**config.mk**
```make
export PLATFORM = sky130hd
export DESIGN_NAME = relay_link_tx
export DESIGN_NICKNAME = d
export VERILOG_FILES = /design/src/rtl/relay_link_tx_pkg.sv /design/src/rtl/relay_tx_fifo.sv /design/src/rtl/relay_link_tx.sv
export SDC_FILE = /design/constraint.sdc
export NUM_CORES = 1
export LEC_CHECK = 0
export ABC_AREA = 0
export CORE_ASPECT_RATIO = 1.2
export CORE_UTILIZATION = 35
export DETAILED_ROUTE_END_ITERATION = 7
export DONT_BUFFER_PORTS = 1
export PLACE_DENSITY = 0.5
export SETUP_SLACK_MARGIN = 0.1
export SYNTH_ARGS = -nofsm -noshare
export SYNTH_HDL_FRONTEND = slang
export SYNTH_SLANG_ARGS = --single-unit
export TNS_END_PERCENT = 100
```
**constraint.sdc**
```tcl
create_clock -name clk -period 2.7 [get_ports clk]
set_input_delay 0.405 -clock clk [delete_from_list [all_inputs] [get_ports clk]]
set_output_delay 0.405 -clock clk [all_outputs]
set_load 0.01 [all_outputs]
```
**src/rtl/relay_link_tx_pkg.sv**
```systemverilog
// Shared definitions for the relay link: transmit FSM state codes, default
// timing/FIFO parameters and the frame parity helper.
package relay_link_tx_pkg;

  localparam int DEF_CLKS_PER_BIT = 24;
  localparam int DEF_FIFO_DEPTH   = 8;

  typedef enum logic [2:0] {
    ST_IDLE   = 3'd0,
    ST_START  = 3'd1,
    ST_DATA   = 3'd2,
    ST_PARITY = 3'd3,
    ST_STOP   = 3'd4
  } tx_state_e;

  // Even parity: the returned bit makes the total count of ones even.
  function automatic logic even_parity(input logic [7:0] data);
    return ^data;
  endfunction

endpackage

```
**src/rtl/relay_tx_fifo.sv**
```systemverilog
// Byte FIFO for relay_link_tx, first-word-fall-through. A push into a full FIFO
// is accepted only when a pop happens in the same cycle; flush wins over both.
module relay_tx_fifo
  import relay_link_tx_pkg::*;
#(
  parameter int DEPTH = DEF_FIFO_DEPTH
) (
  input  logic       clk,
  input  logic       reset,
  input  logic       flush,
  input  logic       push,
  input  logic       pop,
  input  logic [7:0] din,
  output logic [7:0] dout,
  output logic       full,
  output logic       empty
);

  localparam int AW = $clog2(DEPTH);

  logic [7:0]  mem_r [DEPTH];
  logic [AW:0] wr_ptr_r;
  logic [AW:0] rd_ptr_r;
  logic        wr_en_s;
  logic        rd_en_s;

  assign empty = (wr_ptr_r == rd_ptr_r);
  assign full  = (wr_ptr_r[AW] != rd_ptr_r[AW]) &&
                 (wr_ptr_r[AW-1:0] == rd_ptr_r[AW-1:0]);
  assign dout  = mem_r[rd_ptr_r[AW-1:0]];

  // Accept/retire decisions for this cycle.
  always_comb begin
    rd_en_s = pop && !empty;
    wr_en_s = push && (!full || rd_en_s);
  end

  // Read/write pointers with an extra wrap bit to tell full from empty.
  always_ff @(posedge clk or posedge reset) begin
    if (reset) begin
      wr_ptr_r <= '0;
      rd_ptr_r <= '0;
    end else if (flush) begin
      wr_ptr_r <= '0;
      rd_ptr_r <= '0;
    end else begin
      if (wr_en_s) begin
        wr_ptr_r <= wr_ptr_r + (AW+1)'(1);
      end else begin
        wr_ptr_r <= wr_ptr_r;
      end
      if (rd_en_s) begin
        rd_ptr_r <= rd_ptr_r + (AW+1)'(1);
      end else begin
        rd_ptr_r <= rd_ptr_r;
      end
    end
  end

  // Storage array; contents are don't-care until written.
  always_ff @(posedge clk) begin
    if (wr_en_s && !flush) begin
      mem_r[wr_ptr_r[AW-1:0]] <= din;
    end
  end

endmodule

```
**src/rtl/relay_link_tx.sv**
```systemverilog
// relay_link_tx: assembles the encoded relay bit stream into bytes, queues them
// and sends UART frames (8N1). Defining RELAY_TX_PARITY_EN selects 8E1 frames.
module relay_link_tx
  import relay_link_tx_pkg::*;
#(
  parameter int CLKS_PER_BIT = DEF_CLKS_PER_BIT,
  parameter int FIFO_DEPTH   = DEF_FIFO_DEPTH
) (
  input  logic clk,
  input  logic reset,
  input  logic flush,
  input  logic sample_en,
  input  logic encoded_in,
  output logic tx_line,
  output logic busy,
  output logic overflow
);

  localparam logic [7:0] BAUD_LAST = 8'(CLKS_PER_BIT - 1);

  logic [7:0] asm_r;
  logic [2:0] asm_cnt_r;
  logic       push_r;
  logic       overflow_r;

  logic       fifo_full_s;
  logic       fifo_empty_s;
  logic [7:0] fifo_dout_s;

  tx_state_e  state_r;
  tx_state_e  state_nxt_s;
  logic [7:0] baud_r;
  logic [2:0] bit_idx_r;
  logic [2:0] bit_nxt_s;
  logic [7:0] data_r;
  logic       tx_line_r;
  logic       line_nxt_s;
  logic       pop_s;
  logic       baud_wrap_s;
`ifdef RELAY_TX_PARITY_EN
  logic       parity_r;
`endif

  assign tx_line  = tx_line_r;
  assign overflow = overflow_r;
  assign busy     = (state_r != ST_IDLE) || !fifo_empty_s;

  // Byte assembler; the completed byte is pushed one cycle after the 8th sample.
  always_ff @(posedge clk or posedge reset) begin
    if (reset) begin
      asm_r     <= 8'h00;
      asm_cnt_r <= 3'd0;
      push_r    <= 1'b0;
    end else if (flush) begin
      asm_r     <= asm_r;
      asm_cnt_r <= 3'd0;
      push_r    <= 1'b0;
    end else begin
      push_r <= sample_en && (asm_cnt_r == 3'd7);
      if (sample_en) begin
        asm_r     <= {asm_r[6:0], encoded_in};
        asm_cnt_r <= asm_cnt_r + 3'd1;
      end else begin
        asm_r     <= asm_r;
        asm_cnt_r <= asm_cnt_r;
      end
    end
  end

  // Sticky drop flag: a push was refused because the FIFO stayed full.
  always_ff @(posedge clk or posedge reset) begin
    if (reset) begin
      overflow_r <= 1'b0;
    end else if (flush) begin
      overflow_r <= 1'b0;
    end else if (push_r && fifo_full_s && !pop_s) begin
      overflow_r <= 1'b1;
    end else begin
      overflow_r <= overflow_r;
    end
  end

  relay_tx_fifo #(
    .DEPTH (FIFO_DEPTH)
  ) u_fifo (
    .clk   (clk),
    .reset (reset),
    .flush (flush),
    .push  (push_r),
    .pop   (pop_s),
    .din   (asm_r),
    .dout  (fifo_dout_s),
    .full  (fifo_full_s),
    .empty (fifo_empty_s)
  );

  // Transmit state register, baud timer and frame datapath.
  always_ff @(posedge clk or posedge reset) begin
    if (reset) begin
      state_r   <= ST_IDLE;
      baud_r    <= 8'd0;
      bit_idx_r <= 3'd0;
      data_r    <= 8'h00;
      tx_line_r <= 1'b1;
    end else begin
      state_r   <= state_nxt_s;
      bit_idx_r <= bit_nxt_s;
      tx_line_r <= line_nxt_s;
      if ((state_r == ST_IDLE) || baud_wrap_s) begin
        baud_r <= 8'd0;
      end else begin
        baud_r <= baud_r + 8'd1;
      end
      if (pop_s) begin
        data_r <= fifo_dout_s;
      end else begin
        data_r <= data_r;
      end
    end
  end

`ifdef RELAY_TX_PARITY_EN
  // Parity of the byte being framed, captured when it leaves the FIFO.
  always_ff @(posedge clk or posedge reset) begin
    if (reset) begin
      parity_r <= 1'b0;
    end else if (pop_s) begin
      parity_r <= even_parity(fifo_dout_s);
    end else begin
      parity_r <= parity_r;
    end
  end
`endif

  // Next-state logic; bit position only moves when the baud timer wraps.
  always_comb begin
    baud_wrap_s = (state_r != ST_IDLE) && (baud_r == BAUD_LAST);
    state_nxt_s = state_r;
    case (state_r)
      ST_IDLE: begin
        if (!fifo_empty_s) begin
          state_nxt_s = ST_START;
        end else begin
          state_nxt_s = ST_IDLE;
        end
      end
      ST_START: begin
        if (baud_wrap_s) begin
          state_nxt_s = ST_DATA;
        end else begin
          state_nxt_s = ST_START;
        end
      end
      ST_DATA: begin
        if (baud_wrap_s && (bit_idx_r == 3'd7)) begin
`ifdef RELAY_TX_PARITY_EN
          state_nxt_s = ST_PARITY;
`else
          state_nxt_s = ST_STOP;
`endif
        end else begin
          state_nxt_s = ST_DATA;
        end
      end
      ST_PARITY: begin
`ifdef RELAY_TX_PARITY_EN
        if (baud_wrap_s) begin
          state_nxt_s = ST_STOP;
        end else begin
          state_nxt_s = ST_PARITY;
        end
`else
        state_nxt_s = ST_IDLE;
`endif
      end
      ST_STOP: begin
        if (baud_wrap_s && !fifo_empty_s) begin
          state_nxt_s = ST_START;
        end else if (baud_wrap_s) begin
          state_nxt_s = ST_IDLE;
        end else begin
          state_nxt_s = ST_STOP;
        end
      end
      default: state_nxt_s = ST_IDLE;
    endcase
  end

  // Outputs: FIFO pop, next data bit index and the line level for the next cycle.
  always_comb begin
    pop_s = !fifo_empty_s &&
            ((state_r == ST_IDLE) || ((state_r == ST_STOP) && baud_wrap_s));
    if (pop_s) begin
      bit_nxt_s = 3'd0;
    end else if ((state_r == ST_DATA) && baud_wrap_s) begin
      bit_nxt_s = bit_idx_r + 3'd1;
    end else begin
      bit_nxt_s = bit_idx_r;
    end
    case (state_nxt_s)
      ST_IDLE:   line_nxt_s = 1'b1;
      ST_START:  line_nxt_s = 1'b0;
      ST_DATA:   line_nxt_s = data_r[bit_nxt_s];
`ifdef RELAY_TX_PARITY_EN
      ST_PARITY: line_nxt_s = parity_r;
`else
      ST_PARITY: line_nxt_s = 1'b1;
`endif
      ST_STOP:   line_nxt_s = 1'b1;
      default:   line_nxt_s = 1'b1;
    endcase
  end

endmodule

```
### Word-level counts from Yosys, hierarchy flattened

Memories as Yosys holds them, arrays and structs flattened. A register that Yosys moved wholly into a read port is not among the register bits.
Index checks and enable logic that the tools add are counted.

* register bits after elaboration: 36
* RAM bits: 64
* bits of input ports: 5
* memories: 1

* $add $sub $neg: 5
* magnitude comparators: 1
* equal/unequal tests: 11
* muxes and demuxes: 23
* bitwise logic cells: 1
* reduce and logical (&&, ||, !) cells: 28

Memories
* u_fifo.mem_r: depth 8, bits a word 8, read ports 1, clocked after Yosys merged registers in 1, write ports 1, line relay_tx_fifo.sv:21 `logic [7:0] mem_r [DEPTH];`

Operator list (count)
* $mux W3: 7
* $mux W4: 4
* $logic_and A1 B1 Y1: 13
* $pmux W3 S4: 1
* $eq A3 B3 Y1 const B: 3
* $add A4 B1 Y4 const B: 2
* $add A8 B1 Y8 const B: 1
* $eq A8 B5 Y1 const B: 1
* $mux W8: 1
* $reduce_bool A2 Y1: 4
* $mux W1: 7
* $add A3 B1 Y3 const B: 2
* $eq A3 B1 Y1 const B: 2
* $eq A3 B2 Y1 const B: 2
* $eq A4 B4 Y1: 1
* $logic_not A1 Y1: 4
* $logic_or A1 B1 Y1: 4
* $lt A3 B4 Y1 const B: 1
* $bmux W1 S3: 1
* $eq A3 B3 Y1: 1
* $logic_not A3 Y1: 1
* $reduce_bool A3 Y1: 1
* $mux W2: 1
* $pmux W1 S2: 1
* 3 further kinds: 3

### Depth between registers and ports, before layout

* word-level depth: 11
* gate-level depth with buffers: 9

### Hierarchy

A second synthesis with hierarchy kept.

* cell total of the unflattened synthesis: 333
* area, all modules: 4765.8 µm²

By module, submodules not included
* relay_tx_fifo: times used 1, cells an instance 175, area each 3078.0 µm², sequential area each 2122.0 µm²
* relay_link_tx: times used 1, cells an instance 158, area each 1687.9 µm², sequential area each 902.1 µm²

### Worst setup path after synthesis

No wires, ideal clock.

* path kind: register to register
* from: reg baud_r[6]
* to: mem u_fifo.mem_r[0][0] (enable)
* arrival: 2.357 ns
* path slack: -0.041 ns
* cell stages (with the launch flop): 7
* buffers on the path: 0
* clock period less this slack: 2.741 ns
* path through: dfrtp_1 > or3b_1 > o21ai_1 > a211o_1 > nand2_1 > or3_1 > nor3_1

* word-level cells in the longest chain between the ends: 11

Ends and longest elaborated chain
* start, declared: line relay_link_tx.sv:32 `logic [7:0] baud_r;`
* start signal, assigned: line relay_link_tx.sv:112 `baud_r <= baud_r + 8'd1;`
* $eq A8 B5 Y1: line relay_link_tx.sv:137 `baud_wrap_s = (state_r != ST_IDLE) && (baud_r == BAUD_LAST);`
* $logic_and A1 B1 Y1: line relay_link_tx.sv:137
* $logic_and A1 B1 Y1: line relay_link_tx.sv:192 `((state_r == ST_IDLE) || ((state_r == ST_STOP) && baud_wrap_s));`
* $logic_or A1 B1 Y1: line relay_link_tx.sv:192
* $logic_and A1 B1 Y1: line relay_link_tx.sv:191 `pop_s = !fifo_empty_s &&`
* $logic_and A1 B1 Y1: line relay_tx_fifo.sv:34 `rd_en_s = pop && !empty;`
* $logic_or A1 B1 Y1: line relay_tx_fifo.sv:35 `wr_en_s = push && (!full || rd_en_s);`
* $logic_and A1 B1 Y1: line relay_tx_fifo.sv:35
* $logic_and A1 B1 Y1: line relay_tx_fifo.sv:62 `if (wr_en_s && !flush) begin`
* $mux W1: line relay_tx_fifo.sv:62
* $mux W1 (implied by the code): line relay_tx_fifo.sv:63 `mem_r[wr_ptr_r[AW-1:0]] <= din;`
* end, declared: line relay_tx_fifo.sv:21

No other way between the ends.

### Final worst setup path

* from: reg baud_r[0]
* to: mem u_fifo.mem_r[2][3] (enable)

The elaborated chain is that of the path after synthesis.

==> metrics.json <==
{
  "synth_largest_area_cell": "edfxtp_1",
  "antenna_cells_inserted": 0,
  "cts-resized-gates": 0,
  "worst_ep_arrival_time_ns": 2.47,
  "postSynthRegisterBits": 108,
  "post_cts_setup_buffers": 0,
  "design_area_um2": 5110,
  "drive_gt1_share_pct": 19.4,
  "num_rows": 45,
  "core-area_um2": 12700,
  "slew_violations": 0,
  "worst_hold_path_type": "in2reg",
  "ctsHoldBuffers": 0,
  "fin_crit_sh_pct": 89.1,
  "synth.yosys.warnings": 0,
  "number_of_flops_mapped_to_enable_cells_by_yosys": 64,
  "critPathLaunchType": "register",
  "synth.top_cell.area_share_pct": 42.3,
  "detailedRoute.firstPassIterationCount": 4,
  "syn_inst": 301,
  "grt_pass1_wl_um": 13400,
  "final.setup.worst_slack_ns": 0.295,
  "tritoncts_buffer_count": 9,
  "worst_slew_margin_rel_pct": 35.2,
  "mappedNetlistNets": 313,
  "dpl_cell_area_um2": 4820,
  "place.detailed.hpwl_um": 5380,
  "number_of_unique_standard_cell_types_used_by_synthesis": 44,
  "min_period_ns": 2.41,
  "cts_sinks": 108,
  "flow.area_growth_from_synthesis_pct": 12.3,
  "run_status": "finished clean",
  "detailroute.via_count": 2402,
  "p_leak_nw": 1.92,
  "fmax_mhz": 416,
  "unrepaired_setup_endpoints_after_global_routing": "no",
  "chipWidth_um": 106,
  "postRouteAntennaNets": 0,
  "effective_utilization_at_floorplan_pct": 35.9,
  "critPathRequiredTime_ns": 2.76,
  "detail_route.wl_per_cell_um": 16.7,
  "ios": 8,
  "grt_pass1_vias": 2515,
  "finalWirelength_um": 8100,
  "max-cap-violations": 0,
  "post-place-ws_ns": 0.325,
  "cts.path.max_buffers": 2,
  "fp.dieArea_um2": 13500,
  "clock_tree.root_cell": "clkbuf_16",
  "setup_total_negative_slack_ns": 0,
  "tritoncts": "built",
  "timing.clock.skew_ns": 0.00659,
  "synth-main-ff-cell": "edfxtp_1",
  "synth.top_cells.by_area": "edfxtp_1 (42%), dfrtp_1 (24%), mux4_2 (7.9%), mux2i_1 (3.3%), nor2_1 (3.3%)",
  "globalRouteOverflowTotal": 0,
  "grt_max_degree": 45,
  "drt_iter0_drc": 114,
  "antenna_violations_before_repair": 0,
  "clk_pin_slew_worst_paths_ns": 0.07,
  "port-buffer-count": 0,
  "die_y_um": 127,
  "setup.worst_path.class": "reg2reg",
  "avgViaCountPerCell": 4.96,
  "powerDensity_nw_per_um2": 721,
  "number_of_setup_violations_in_the_final_report": 0,
  "globalplace.congestion": 0.726,
  "final_hold_viol_count": 0,
  "vdd_drop_max_v": 0.000465,
  "syn_area_per_cell_um2": 15.1,
  "groute.usage.overall_pct": 13.5,
  "num-nets-final": 327,
  "sequential_cell_area_fraction_in_the_yosys_report_pct": 66.5,
  "worst_setup_path_end_kind": "register",
  "async_reset_ff_share_pct": 40.7,
  "remaining_routing_drc_violations": 0,
  "worst_pin_slew_ns": 0.971,
  "critPathMaxFanout": 8,
  "syn_area_um2": 4550,
  "ctsHtreeMaxLevel": 3,
  "worstSkewPairLatency_ns": 0.35
}
## cell usage after synthesis, drive strengths merged, types with 2 or more instances
library cell / number
edfxtp: 64
dfrtp: 43
nor2: 40
mux4: 16
mux2i: 15
a21oi: 10
mux2: 10
xnor2: 9
nand2: 8
nand3: 8
xor2: 8
clkbuf: 7
ha: 7
inv: 7
buf: 6
and3: 5
nand2b: 4
nor3: 4
or3: 4
a211oi: 3
and2: 2
nor3b: 2
or3b: 2
## sequential cells by signal, summed over array words and instances, names as in the netlist
| register | count |
|---|---|
| push_r | 1 |
| tx_line | 1 |
| asm_r | 8 |
| bit_idx_r | 3 |
| overflow | 1 |
| state_r | 3 |
| data_r | 8 |
| baud_r | 8 |
| u_fifo.rd_ptr_r | 4 |
| asm_cnt_r | 3 |
| u_fifo.mem_r | 64 |
| u_fifo.wr_ptr_r | 4 |
## layout by cell type, fill, tap and decap left out, drive strengths merged, types with 2 or more instances in the layout
master,netlist,final
edfxtp,64,64
dfrtp,43,43
nor2,40,40
mux4,16,16
buf,6,16
mux2i,15,15
inv,7,11
a21oi,10,10
clkbuf,7,10
mux2,10,10
xnor2,9,9
nand3,8,8
nand2,8,8
xor2,8,8
ha,7,7
and3,5,5
or3,4,4
nand2b,4,4
nor3,4,4
a211oi,3,3
or3b,2,2
nor3b,2,2
and2,2,2
## layer usage
layer | track usage (%) | part of all wire [%] | wire [µm]
met1 | 16.7 | 45 | 3660
met2 | 22.5 | 50 | 4080
met3 | 3.24 | 2.6 | 209
met4 | 6.37 | 1.8 | 148
met5 | 0 | 0 | 0
## layout make-up
| cell class | instances | area, µm² |
|---|---|---|
| Fill cell | 1181 | 7560 |
| Sequential cell | 108 | 3020 |
| Multi-Input combinational cell | 173 | 1450 |
| Clock buffer | 10 | 229 |
| Tap cell | 164 | 205 |
| Timing Repair Buffer | 16 | 120 |
| Clock inverter | 6 | 56.3 |
| Inverter | 7 | 26.3 |
## path summary, 6_finish.rpt
path	from	end	slack (ns)	cells past startpoint
worst max register to register	baud_r[0]$_DFF_PP0_	u_fifo.mem_r[2][3]$_DFFE_PP_	0.29	8
worst max-delay path	baud_r[0]$_DFF_PP0_	u_fifo.mem_r[2][3]$_DFFE_PP_	0.29	8
worst min-delay path	flush	asm_cnt_r[1]$_DFFE_PP0P_	0.11	1
max in group asynchronous	reset	data_r[1]$_DFFE_PP0P_	1.95	1
worst min register to register	baud_r[0]$_DFF_PP0_	baud_r[0]$_DFF_PP0_	0.50	1
min in group asynchronous	reset	baud_r[1]$_DFF_PP0_	0.16	1
## metrics by stage
step / cells / util (%) / hold WS [ns] / power, mW
final: 484 / 40.3 / 0.110 / 3.68
after floorplan: 301 / - / 0.448 / 2.33
after global routing: 484 / 40.3 / 0.0969 / 3.85
after CTS: 484 / 40.3 / 0.0964 / 3.73
after detailed placement: 468 / 38.1 / 0.474 / 2.45
after global placement: 468 / 38.1 / 0.467 / 2.44
## worst max-delay path, cell delays in order, from the launching register on
cell and delay, ns:
dfrtp_1 0.39, ha_1 0.24, nand4bb_1 0.19, o21ai_1 0.26, a211o_1 0.20, nand2_1 0.10
or3_1 0.40, nor2_1 0.14, buf_4 0.20
## power breakdown
part	internal [mW]	switching [mW]	leakage, nW
sequential	1.97	0.185	1.14
clock	0.648	0.632	0.138
combinational	0.118	0.124	0.650
## kinds of logic (layout without fill, tap and decap cells)
logic type	Yosys count	after routing	synth area share (%)
DFF	108	108	66.5
and+or+nand+nor	87	87	9.52
muxes	41	41	13.9
AOI/OAI and AO/OA	21	21	3.08
buffers and inverters	20	39	1.82
xor gates and xnor gates	17	17	3.27
adders and majority gates	7	7	1.93
Power figures use the tool's default switching activity.
